<file path="src/rtl/sprite_line_scanner.sv">
// Per-scanline sprite evaluator: scans OAM and builds a list of visible sprites, published atomically.
// Optional SPRITE_OVERFLOW_EN: keep scanning when full and report further hits on o_overflow.
module sprite_line_scanner #(
    parameter int MAX_PER_LINE = 32,
    parameter int OAM_DEPTH    = 64,
    parameter int OAM_ADDR_W   = 6,
    parameter int SPRITE_H     = 16,
    parameter int ROW_W        = 4,
    parameter int COORD_W      = 10,
    localparam int CNT_W       = $clog2(MAX_PER_LINE + 1)
) (
    input  logic                               i_clk,
    input  logic                               i_reset,
    input  logic                               i_start,
    input  logic [COORD_W-1:0]                 i_line,
    output logic [OAM_ADDR_W-1:0]              o_oam_addr,
    input  logic [31:0]                        i_oam_data,
    output logic [MAX_PER_LINE*OAM_ADDR_W-1:0] o_entry_idx,
    output logic [MAX_PER_LINE*ROW_W-1:0]      o_entry_row,
    output logic [MAX_PER_LINE-1:0]            o_entry_valid,
    output logic [CNT_W-1:0]                   o_entry_count,
    output logic                               o_busy,
    output logic                               o_done,
    output logic                               o_overflow
);

    typedef enum logic [1:0] {
        ST_IDLE    = 2'd0,
        ST_SCAN    = 2'd1,
        ST_DRAIN   = 2'd2,
        ST_PUBLISH = 2'd3
    } state_t;

    localparam logic [CNT_W-1:0]      MAX_C     = CNT_W'(MAX_PER_LINE);
    localparam logic [OAM_ADDR_W-1:0] LAST_ADDR = OAM_ADDR_W'(OAM_DEPTH - 1);
    localparam logic [COORD_W:0]      HEIGHT_C  = (COORD_W + 1)'(SPRITE_H);
    localparam logic [ROW_W-1:0]      ROW_MAX   = ROW_W'(SPRITE_H - 1);

    state_t                  r_state;
    state_t                  w_state_nxt;
    logic [COORD_W-1:0]      r_line;
    logic [OAM_ADDR_W-1:0]   r_addr;
    logic                    r_eval_valid;
    logic [OAM_ADDR_W-1:0]   r_eval_idx;
    logic [CNT_W-1:0]        r_count;
    logic [OAM_ADDR_W-1:0]   r_wb_idx [MAX_PER_LINE];
    logic [ROW_W-1:0]        r_wb_row [MAX_PER_LINE];
    logic                    r_ovf;

    logic [MAX_PER_LINE*OAM_ADDR_W-1:0] r_pub_idx;
    logic [MAX_PER_LINE*ROW_W-1:0]      r_pub_row;
    logic [MAX_PER_LINE-1:0]            r_pub_valid;
    logic [CNT_W-1:0]                   r_pub_count;
    logic                               r_pub_ovf;
    logic                               r_done;
    logic                               r_busy;

    logic [COORD_W-1:0]      w_ypos;
    logic [COORD_W:0]        w_diff;
    logic                    w_hit;
    logic [ROW_W-1:0]        w_row;
    logic                    w_wr;
    logic                    w_ovf_hit;
    logic [CNT_W-1:0]        w_count_nxt;
    logic                    w_early_full;
    logic                    w_pub;
    logic                    w_unused;

    // Hit test on the word returned for r_eval_idx; the unsigned borrow bit rejects ypos > line.
    always_comb begin
        w_ypos      = COORD_W'(i_oam_data[27:18]);
        w_diff      = {1'b0, r_line} - {1'b0, w_ypos};
        w_hit       = r_eval_valid && i_oam_data[31] && !w_diff[COORD_W] && (w_diff < HEIGHT_C);
        w_row       = i_oam_data[30] ? (ROW_MAX - w_diff[ROW_W-1:0]) : w_diff[ROW_W-1:0];
        w_wr        = w_hit && (r_count < MAX_C);
        w_ovf_hit   = w_hit && (r_count == MAX_C);
        w_count_nxt = r_count + CNT_W'(w_wr);
`ifdef SPRITE_OVERFLOW_EN
        w_early_full = 1'b0;
`else
        w_early_full = (w_count_nxt == MAX_C);
`endif
    end

    // Fields the scanner does not use.
    assign w_unused = ^{i_oam_data[29:28], i_oam_data[17:0], r_ovf};

    // State register.
    always_ff @(posedge i_clk or posedge i_reset) begin
        if (i_reset) begin
            r_state <= ST_IDLE;
        end else begin
            r_state <= w_state_nxt;
        end
    end

    // Next-state logic; a start in any state restarts the scan and suppresses publishing.
    always_comb begin
        w_state_nxt = r_state;
        w_pub       = 1'b0;
        case (r_state)
            ST_IDLE: begin
                if (i_start) begin
                    w_state_nxt = ST_SCAN;
                end else begin
                    w_state_nxt = ST_IDLE;
                end
            end
            ST_SCAN: begin
                if (i_start) begin
                    w_state_nxt = ST_SCAN;
                end else if (w_early_full) begin
                    w_state_nxt = ST_PUBLISH;
                    w_pub       = 1'b1;
                end else if (r_addr == LAST_ADDR) begin
                    w_state_nxt = ST_DRAIN;
                end else begin
                    w_state_nxt = ST_SCAN;
                end
            end
            ST_DRAIN: begin
                if (i_start) begin
                    w_state_nxt = ST_SCAN;
                end else begin
                    w_state_nxt = ST_PUBLISH;
                    w_pub       = 1'b1;
                end
            end
            ST_PUBLISH: begin
                if (i_start) begin
                    w_state_nxt = ST_SCAN;
                end else begin
                    w_state_nxt = ST_IDLE;
                end
            end
            default: begin
                w_state_nxt = ST_IDLE;
            end
        endcase
    end

    // Address generator, evaluation pipeline and private work buffer.
    always_ff @(posedge i_clk or posedge i_reset) begin
        if (i_reset) begin
            r_line       <= '0;
            r_addr       <= '0;
            r_eval_valid <= 1'b0;
            r_eval_idx   <= '0;
            r_count      <= '0;
            r_ovf        <= 1'b0;
            for (int k = 0; k < MAX_PER_LINE; k++) begin
                r_wb_idx[k] <= '0;
                r_wb_row[k] <= '0;
            end
        end else begin
            r_eval_idx <= r_addr;
            if (i_start) begin
                r_line       <= i_line;
                r_addr       <= '0;
                r_eval_valid <= 1'b0;
                r_count      <= '0;
                r_ovf        <= 1'b0;
                for (int k = 0; k < MAX_PER_LINE; k++) begin
                    r_wb_idx[k] <= '0;
                    r_wb_row[k] <= '0;
                end
            end else begin
                r_eval_valid <= (r_state == ST_SCAN) && !w_pub;
                if ((r_state == ST_SCAN) && (r_addr != LAST_ADDR) && !w_pub) begin
                    r_addr <= r_addr + OAM_ADDR_W'(1);
                end
                if (w_wr) begin
                    r_count <= w_count_nxt;
                end
                for (int k = 0; k < MAX_PER_LINE; k++) begin
                    if (w_wr && (r_count == CNT_W'(k))) begin
                        r_wb_idx[k] <= r_eval_idx;
                        r_wb_row[k] <= w_row;
                    end
                end
                if (w_ovf_hit) begin
                    r_ovf <= 1'b1;
                end
            end
        end
    end

    // Published list; merges the hit evaluated in the publishing cycle so no word is lost.
    always_ff @(posedge i_clk or posedge i_reset) begin
        if (i_reset) begin
            r_pub_idx   <= '0;
            r_pub_row   <= '0;
            r_pub_valid <= '0;
            r_pub_count <= '0;
            r_pub_ovf   <= 1'b0;
            r_done      <= 1'b0;
            r_busy      <= 1'b0;
        end else begin
            r_done <= w_pub;
            r_busy <= (w_state_nxt != ST_IDLE);
            if (w_pub) begin
                for (int k = 0; k < MAX_PER_LINE; k++) begin
                    if (CNT_W'(k) < w_count_nxt) begin
                        r_pub_valid[k] <= 1'b1;
                        if (w_wr && (r_count == CNT_W'(k))) begin
                            r_pub_idx[k*OAM_ADDR_W +: OAM_ADDR_W] <= r_eval_idx;
                            r_pub_row[k*ROW_W +: ROW_W]           <= w_row;
                        end else begin
                            r_pub_idx[k*OAM_ADDR_W +: OAM_ADDR_W] <= r_wb_idx[k];
                            r_pub_row[k*ROW_W +: ROW_W]           <= r_wb_row[k];
                        end
                    end else begin
                        r_pub_valid[k]                        <= 1'b0;
                        r_pub_idx[k*OAM_ADDR_W +: OAM_ADDR_W] <= '0;
                        r_pub_row[k*ROW_W +: ROW_W]           <= '0;
                    end
                end
                r_pub_count <= w_count_nxt;
`ifdef SPRITE_OVERFLOW_EN
                r_pub_ovf   <= r_ovf | w_ovf_hit;
`else
                r_pub_ovf   <= 1'b0;
`endif
            end
        end
    end

    assign o_oam_addr    = r_addr;
    assign o_entry_idx   = r_pub_idx;
    assign o_entry_row   = r_pub_row;
    assign o_entry_valid = r_pub_valid;
    assign o_entry_count = r_pub_count;
    assign o_busy        = r_busy;
    assign o_done        = r_done;
    assign o_overflow    = r_pub_ovf;

endmodule

</file>
<file path="config.mk">
export PLATFORM = sky130hd
export DESIGN_NAME = sprite_line_scanner
export DESIGN_NICKNAME = d
export VERILOG_FILES = /design/src/rtl/sprite_line_scanner.sv
export SDC_FILE = /design/constraint.sdc
export NUM_CORES = 2
export LEC_CHECK = 0
export BUFFER_PORTS_ARGS = -buffer_cell sky130_fd_sc_hd__buf_4
export CELL_PAD_IN_SITES_DETAIL_PLACEMENT = 1
export CELL_PAD_IN_SITES_GLOBAL_PLACEMENT = 1
export CORE_MARGIN = 3
export CORE_UTILIZATION = 45
export DETAILED_ROUTE_END_ITERATION = 10
export GPL_TIMING_DRIVEN = 0
export PLACE_DENSITY = 0.82
export SLEW_MARGIN = 20
export SYNTH_ARGS = -nofsm -noshare
export SYNTH_HDL_FRONTEND = slang
export SYNTH_SLANG_ARGS = --single-unit
export TNS_END_PERCENT = 100
</file>
<file path="constraint.sdc">
create_clock -name i_clk -period 30.4 [get_ports i_clk]
set_input_delay 1.52 -clock i_clk [delete_from_list [all_inputs] [get_ports i_clk]]
set_output_delay 1.52 -clock i_clk [all_outputs]
set_load 0.05 [all_outputs]
</file>
; After elaboration in Yosys (flattened, before gate mapping)
; Index checks and enable logic that the tools add are counted.
[classes]
muxes = 178
add_sub_neg = 4
reduce_logical = 47
magnitude_cmp = 34
eq_ne = 37
[op_table]
columns = op, count
row1 = 2-to-1 mux 6 bit, 68
row2 = 2-to-1 mux 4 bit, 65
row3 = 2-to-1 mux 192 bit, 1
row4 = 2-to-1 mux 128 bit, 1
row5 = "== test 6 x 5 -> 1 bit, second input constant", 16
row6 = "less-than comparator 5 x 6 -> 1 bit, first input constant", 16
row7 = "== test 6 x 4 -> 1 bit, second input constant", 8
row8 = "less-than comparator 4 x 6 -> 1 bit, first input constant", 8
row9 = logical AND 1 bit, 39
row10 = 2-to-1 mux 1 bit, 37
row11 = "== test 6 x 3 -> 1 bit, second input constant", 4
row12 = "less-than comparator 3 x 6 -> 1 bit, first input constant", 4
row13 = "== test 6 x 2 -> 1 bit, second input constant", 2
row14 = "== test 6 bit, second input constant", 2
row15 = "less-than comparator 1 x 6 -> 1 bit, first input constant", 2
row16 = "less-than comparator 2 x 6 -> 1 bit, first input constant", 2
row17 = "less-than comparator 11 x 5 -> 1 bit, second input constant", 1
row18 = subtractor 10 x 10 -> 11 bit, 1
row19 = 2-to-1 mux 2 bit, 4
row20 = adder 6 x 1 -> 6 bit, 1
row21 = "adder 6 x 1 -> 6 bit, second input constant", 1
row22 = "== test 6 x 1 -> 1 bit, second input constant", 1
row23 = zero test 6 bit, 1
row24 = "less-than comparator 6 bit, second input constant", 1
row25 = other kinds (10), 14
[word_totals]
reg_bits = 711
in_bits = 45
word_cells = 376

; Logic depth before layout (Yosys ltp)
[depth]
ltp_word = 14
depth_mapped = 25
mapped_depth_nobuf = 20

; Least setup slack after synthesis
; Ideal clock, no wire load.
[synth_path]
path_type = input -> register
from = in i_oam_data[18]
to = reg r_pub_row[36] (netlist: o_entry_row[36])
path_buffers = 5
setup_ns = 0.087
stages = 23
required_ns = 30.313
arrival_time_ns = 5.659
path_slack_ns = 24.655
cell_sequence = ha_1 -> inv_1 -> fa_1 -> a211oi_1 -> nor2_1 -> mux2i_1 -> nor4b_2 -> nand4_1 -> buf_2 -> inv_1 -> buf_2 -> ha_1 -> ha_1 -> buf_2 -> nand3_1 -> mux2i_1 -> o32a_1 -> clkbuf_1 -> nor2_1 -> nor2_4 -> buf_4 -> nand2_1 -> o211ai_1
[synth_via]
elab_chain_len = 10
elab_cells_between_ends = 17
classes_between = add/sub (3) / order compare (2) / eq/ne (1) / mux (6) / reduce/logical (5)
[synth_lines]
columns = element, line_no
row1 = "start, declared", 17  ; input logic [31:0] i_oam_data,
row2 = subtractor 10 x 10 -> 11 bit *, 72  ; w_diff = {1'b0, r_line} - {1'b0, w_ypos};
row3 = "parallel branches: the longest is 9 deep, another holds less-than comparator 11 x 5 -> 1 bit", n/a
row4 = "end signal, assigned by index", 207  ; r_pub_row[k*ROW_W +: ROW_W] <= w_row;
row5 = "end signal, assigned by index", 210  ; r_pub_row[k*ROW_W +: ROW_W] <= r_wb_row[k];
row6 = "end, declared", 51  ; logic [MAX_PER_LINE*ROW_W-1:0] r_pub_row;
; Mark *: on every way between the ends.
; A chain may end at the register's enable or synchronous reset.

; Final worst setup path
[layout_path]
from = in i_oam_data[18]
to = reg r_pub_idx[59] (netlist: o_entry_idx[59])
[layout_via]
elab_chain_len = 10
elab_cells_between_ends = 15
classes_between = add/sub (2) / order compare (2) / eq/ne (1) / mux (5) / reduce/logical (5)
[layout_lines]
columns = element, line_no
row1 = subtractor 10 x 10 -> 11 bit *, 72
row2 = "parallel branches: the longest is 2 deep, another holds less-than comparator 11 x 5 -> 1 bit", n/a
row3 = logical AND 1 bit *, 73  ; w_hit = r_eval_valid && i_oam_data[31] && !w_diff[COORD_W] && (w_diff < HEIGHT_C);
row4 = logical AND 1 bit *, 75  ; w_wr = w_hit && (r_count < MAX_C);
row5 = adder 6 x 1 -> 6 bit, 77  ; w_count_nxt = r_count + CNT_W'(w_wr);
row6 = == test 6 bit, 81  ; w_early_full = (w_count_nxt == MAX_C);
row7 = 2-to-1 mux 1 bit, 112  ; end else if (w_early_full) begin
row8 = 2-to-1 mux 1 bit, 110  ; if (i_start) begin
row9 = one-hot mux 1 bit (2 select lines), 101  ; case (r_state)
row10 = "end signal, assigned by index", 206  ; r_pub_idx[k*OAM_ADDR_W +: OAM_ADDR_W] <= r_eval_idx;
row11 = "end signal, assigned by index", 209  ; r_pub_idx[k*OAM_ADDR_W +: OAM_ADDR_W] <= r_wb_idx[k];
row12 = "end, declared", 50  ; logic [MAX_PER_LINE*OAM_ADDR_W-1:0] r_pub_idx;
; Marked as above.

==> impl_metrics.ini <==
[outcome]
status = finished clean

[clock_tree]
cts_root_buffer = clkbuf_16
path_clk_slew_ps = 60
ctsResizeCount = 0
cts_num_sinks = 710
clk_latency_ps = 620
cts_buffers = 76
clockBufferDepth = 3
cts_setup_buffers = 0
ctsHoldBuffers = 0
cts_tree = built
htreeDepth = 3

[detailed_routing]
first_pass_iters = 5
dr.first_iter.drc_count = 1437
drtAntennaViolNets = 0
vias = 22300
wl_per_cell_um = 24.7
via_per_inst = 5.56
routed_wl_mm = 99.1
drc = 0

[sta]
hold_slack_ps = 478
slew_violations = 0
slew_headroom_pct = 29.8
tns_ps = 0
finClkSkew_ps = 18.2
min_period_over_period_pct = 23.7
hold_viol_final = 0
max_freq_ghz = 0.139
tightest_slew_ps = 1050
rsz0062_at_grt = false
setup_viol = 0
finalCriticalPeriod_ps = 7200

[synth]
syn-num-nets = 2706
synth.area.top_cells = dfrtp_1, mux2i_1, nand2_1, nor2_1, o21ai_1
synth.most_common_cell = dfrtp_1
syn_avg_cell_area_um2 = 10.8
ys_types = 58
async_reset_ff_share_pct = 100
synth_largest_area_cell = dfrtp_1
ys_warn_count = 0
ys_seq_area_share_pct = 62.1
syn-instance-count = 2644
ys.flop_type = dfrtp_1
netlist_area_mm2 = 0.0286
yosys_register_bits = 710
synthTopCellsByCount = dfrtp_1, nand2_1, nor2_1
synth_top_area_share_pct = 62.1
synth_edf_count = 0

[power_and_ir_drop]
p_per_area_mw_per_mm2 = 59.7
p_leak_nw = 18.9
power.total_mw = 2.11
irDropWorstVdd_v = 0.0000392

[critical_path]
path_class = primary input to flip-flop
path_max_fanout = 10
path_buf_inv = 8
max_stage_delay_ps = 910
path_cells = buf_4 -> ha_1 -> inv_1 -> fa_1 -> a211oi_1 -> nor2_1 -> mux2i_1 -> nor4b_2 -> nand4_1 -> buf_2 -> inv_1 -> buf_2 -> ha_1 -> ha_1 -> buf_2 -> nand3_1 -> mux2i_1 -> o32a_1 -> clkbuf_1 -> nor2_1 -> nor2_4 -> buf_4 -> nand4_1 -> o211ai_1
startpoint_type = primary input
worstPathRequired_ps = 30920
crit_arrival_ps = 7720
critPathCaptureType = flip-flop
cp_top_family = simple AND/OR/NAND/NOR gates
crit_path_top_delay_cell = nor4b_2

[grt]
grt_max_degree = 113
grt_pass1_wl_mm = 152
grtUsageTotal_pct = 29.8
grt_pass1_vias = 25000
antenna_found_initial = 1
overflow = 0

[floorplan]
die_x_um = 258
pin_count = 412
core-area_mm2 = 0.0623
die_h_um = 258
initial_core_util_pct = 45.9
dieArea_mm2 = 0.0667
core.rowCount = 91

[hold_path]
hp-class = flip-flop to flip-flop

[cells_and_area]
nNetsFinal = 3179
diodes = 0
syn2layout_area_growth_pct = 23.6
fin_util_pct = 56.8
multi_input_area_mm2 = 0.00972
layout-drive-gt1-share_pct = 19.6
num-fill-cells = 6791
ff_latch_area_mm2 = 0.0178
finalInstanceArea_mm2 = 0.0354

[placed_design]
place.gp.congestion = 0.889
hpwlAfterDp_mm = 68.5
io_buffer_count = 389
dpl-instance-area_mm2 = 0.0328

[run]
drv_cap = 0
kinds of logic (layout without fill, tap and decap cells):
logic type / Yosys count / in the layout / share of synthesized area [%]
xor+xnor: 16 / 16 / 0.490
other cells: 1 / 1 / 0.0131
buf+inv: 240 / 771 / 4.01
simple gates: 877 / 877 / 12.4
fa+ha+maj: 17 / 17 / 0.770
flops: 710 / 710 / 62.1
compound gates: 458 / 458 / 8.78
mux: 325 / 325 / 11.4
power by group:
part | leakage, nW | internal, mW | total (mW) | switching (mW)
logic | 7.76 | 0.0366 | 0.187 | 0.150
clock network | 1.26 | 0.579 | 0.969 | 0.389
registers | 9.89 | 0.951 | 0.957 | 0.00576
total | 18.9 | 1.57 | 2.11 | 0.545
routing by layer:
metal	track usage, %	vias up	part of all wire (%)
met5	0	-	0
met3	5.65	189	6.1
met1	36.4	11700	39
met2	52.5	628	51
li1	-	9805	-
met4	10.9	0	3.5
layout make-up:
cell class,instances,area share (%)
Buffer,214,2.94
Clock buffer,108,6.18
Clock inverter,28,1.15
Inverter,26,0.332
Multi-Input combinational cell,1694,27.5
Sequential cell,710,50.2
Tap cell,837,2.96
Timing Repair Buffer,395,8.72
worst paths after layout:
check                             endpoint  slack (ps)            from  cells after the start
min                          r_eval_idx[5]         480   o_oam_addr[5]                      0
max in group asynchronous  o_entry_row[61]       27900         i_reset                      4
max                        o_entry_idx[59]       23200  i_oam_data[18]                     24
max reg2reg                o_entry_idx[59]       23690       r_line[0]                     24
min in group asynchronous   o_entry_row[2]         980         i_reset                      2
min reg2reg                  r_eval_idx[5]         480   o_oam_addr[5]                      0
placed cells by master, fill, tap and decap left out, types with 24 or more instances in the layout:
cell       synthesis  final
o21ai_1          184    184
inv_1             25     24
mux2i_1          315    315
buf_4             28    417
a211oi_1          33     33
o21ai_0          166    166
nor2_1           334    334
clkbuf_16          0     78
a21oi_1           30     30
buf_2             43     43
dfrtp_1          710    710
clkbuf_1         130    146
nand4_1           41     41
nand2_1          440    440
through the flow:
stage               cells  setup WS [ps]
floorplan            2644           8970
finish               4012          23200
detailed placement   3876          22830
CTS                  4012          23360
global placement     3870           2550
global route         4012          22890
worst reg2reg max path: stages (launching register included):
cell,delay [ps]
dfrtp_1,360
inv_1,120
ha_1,200
inv_1,60
fa_1,440
a211oi_1,430
nor2_1,130
mux2i_1,160
nor4b_2,910
nand4_1,220
buf_2,260
inv_1,120
buf_2,300
ha_1,330
ha_1,210
buf_2,240
nand3_1,230
mux2i_1,200
o32a_1,420
clkbuf_1,400
nor2_1,180
nor2_4,200
buf_4,210
nand4_1,140
o211ai_1,180
state kept, by name (all words and copies together) (netlist names), 5 cells and up:
register,cells
o_oam_addr,6
o_entry_idx,192
o_entry_valid,32
r_wb_row,128
r_line,10
r_eval_idx,6
r_count,6
o_entry_count,5
o_entry_row,128
r_wb_idx,192
Note: power is estimated with default switching activity, not from simulation.
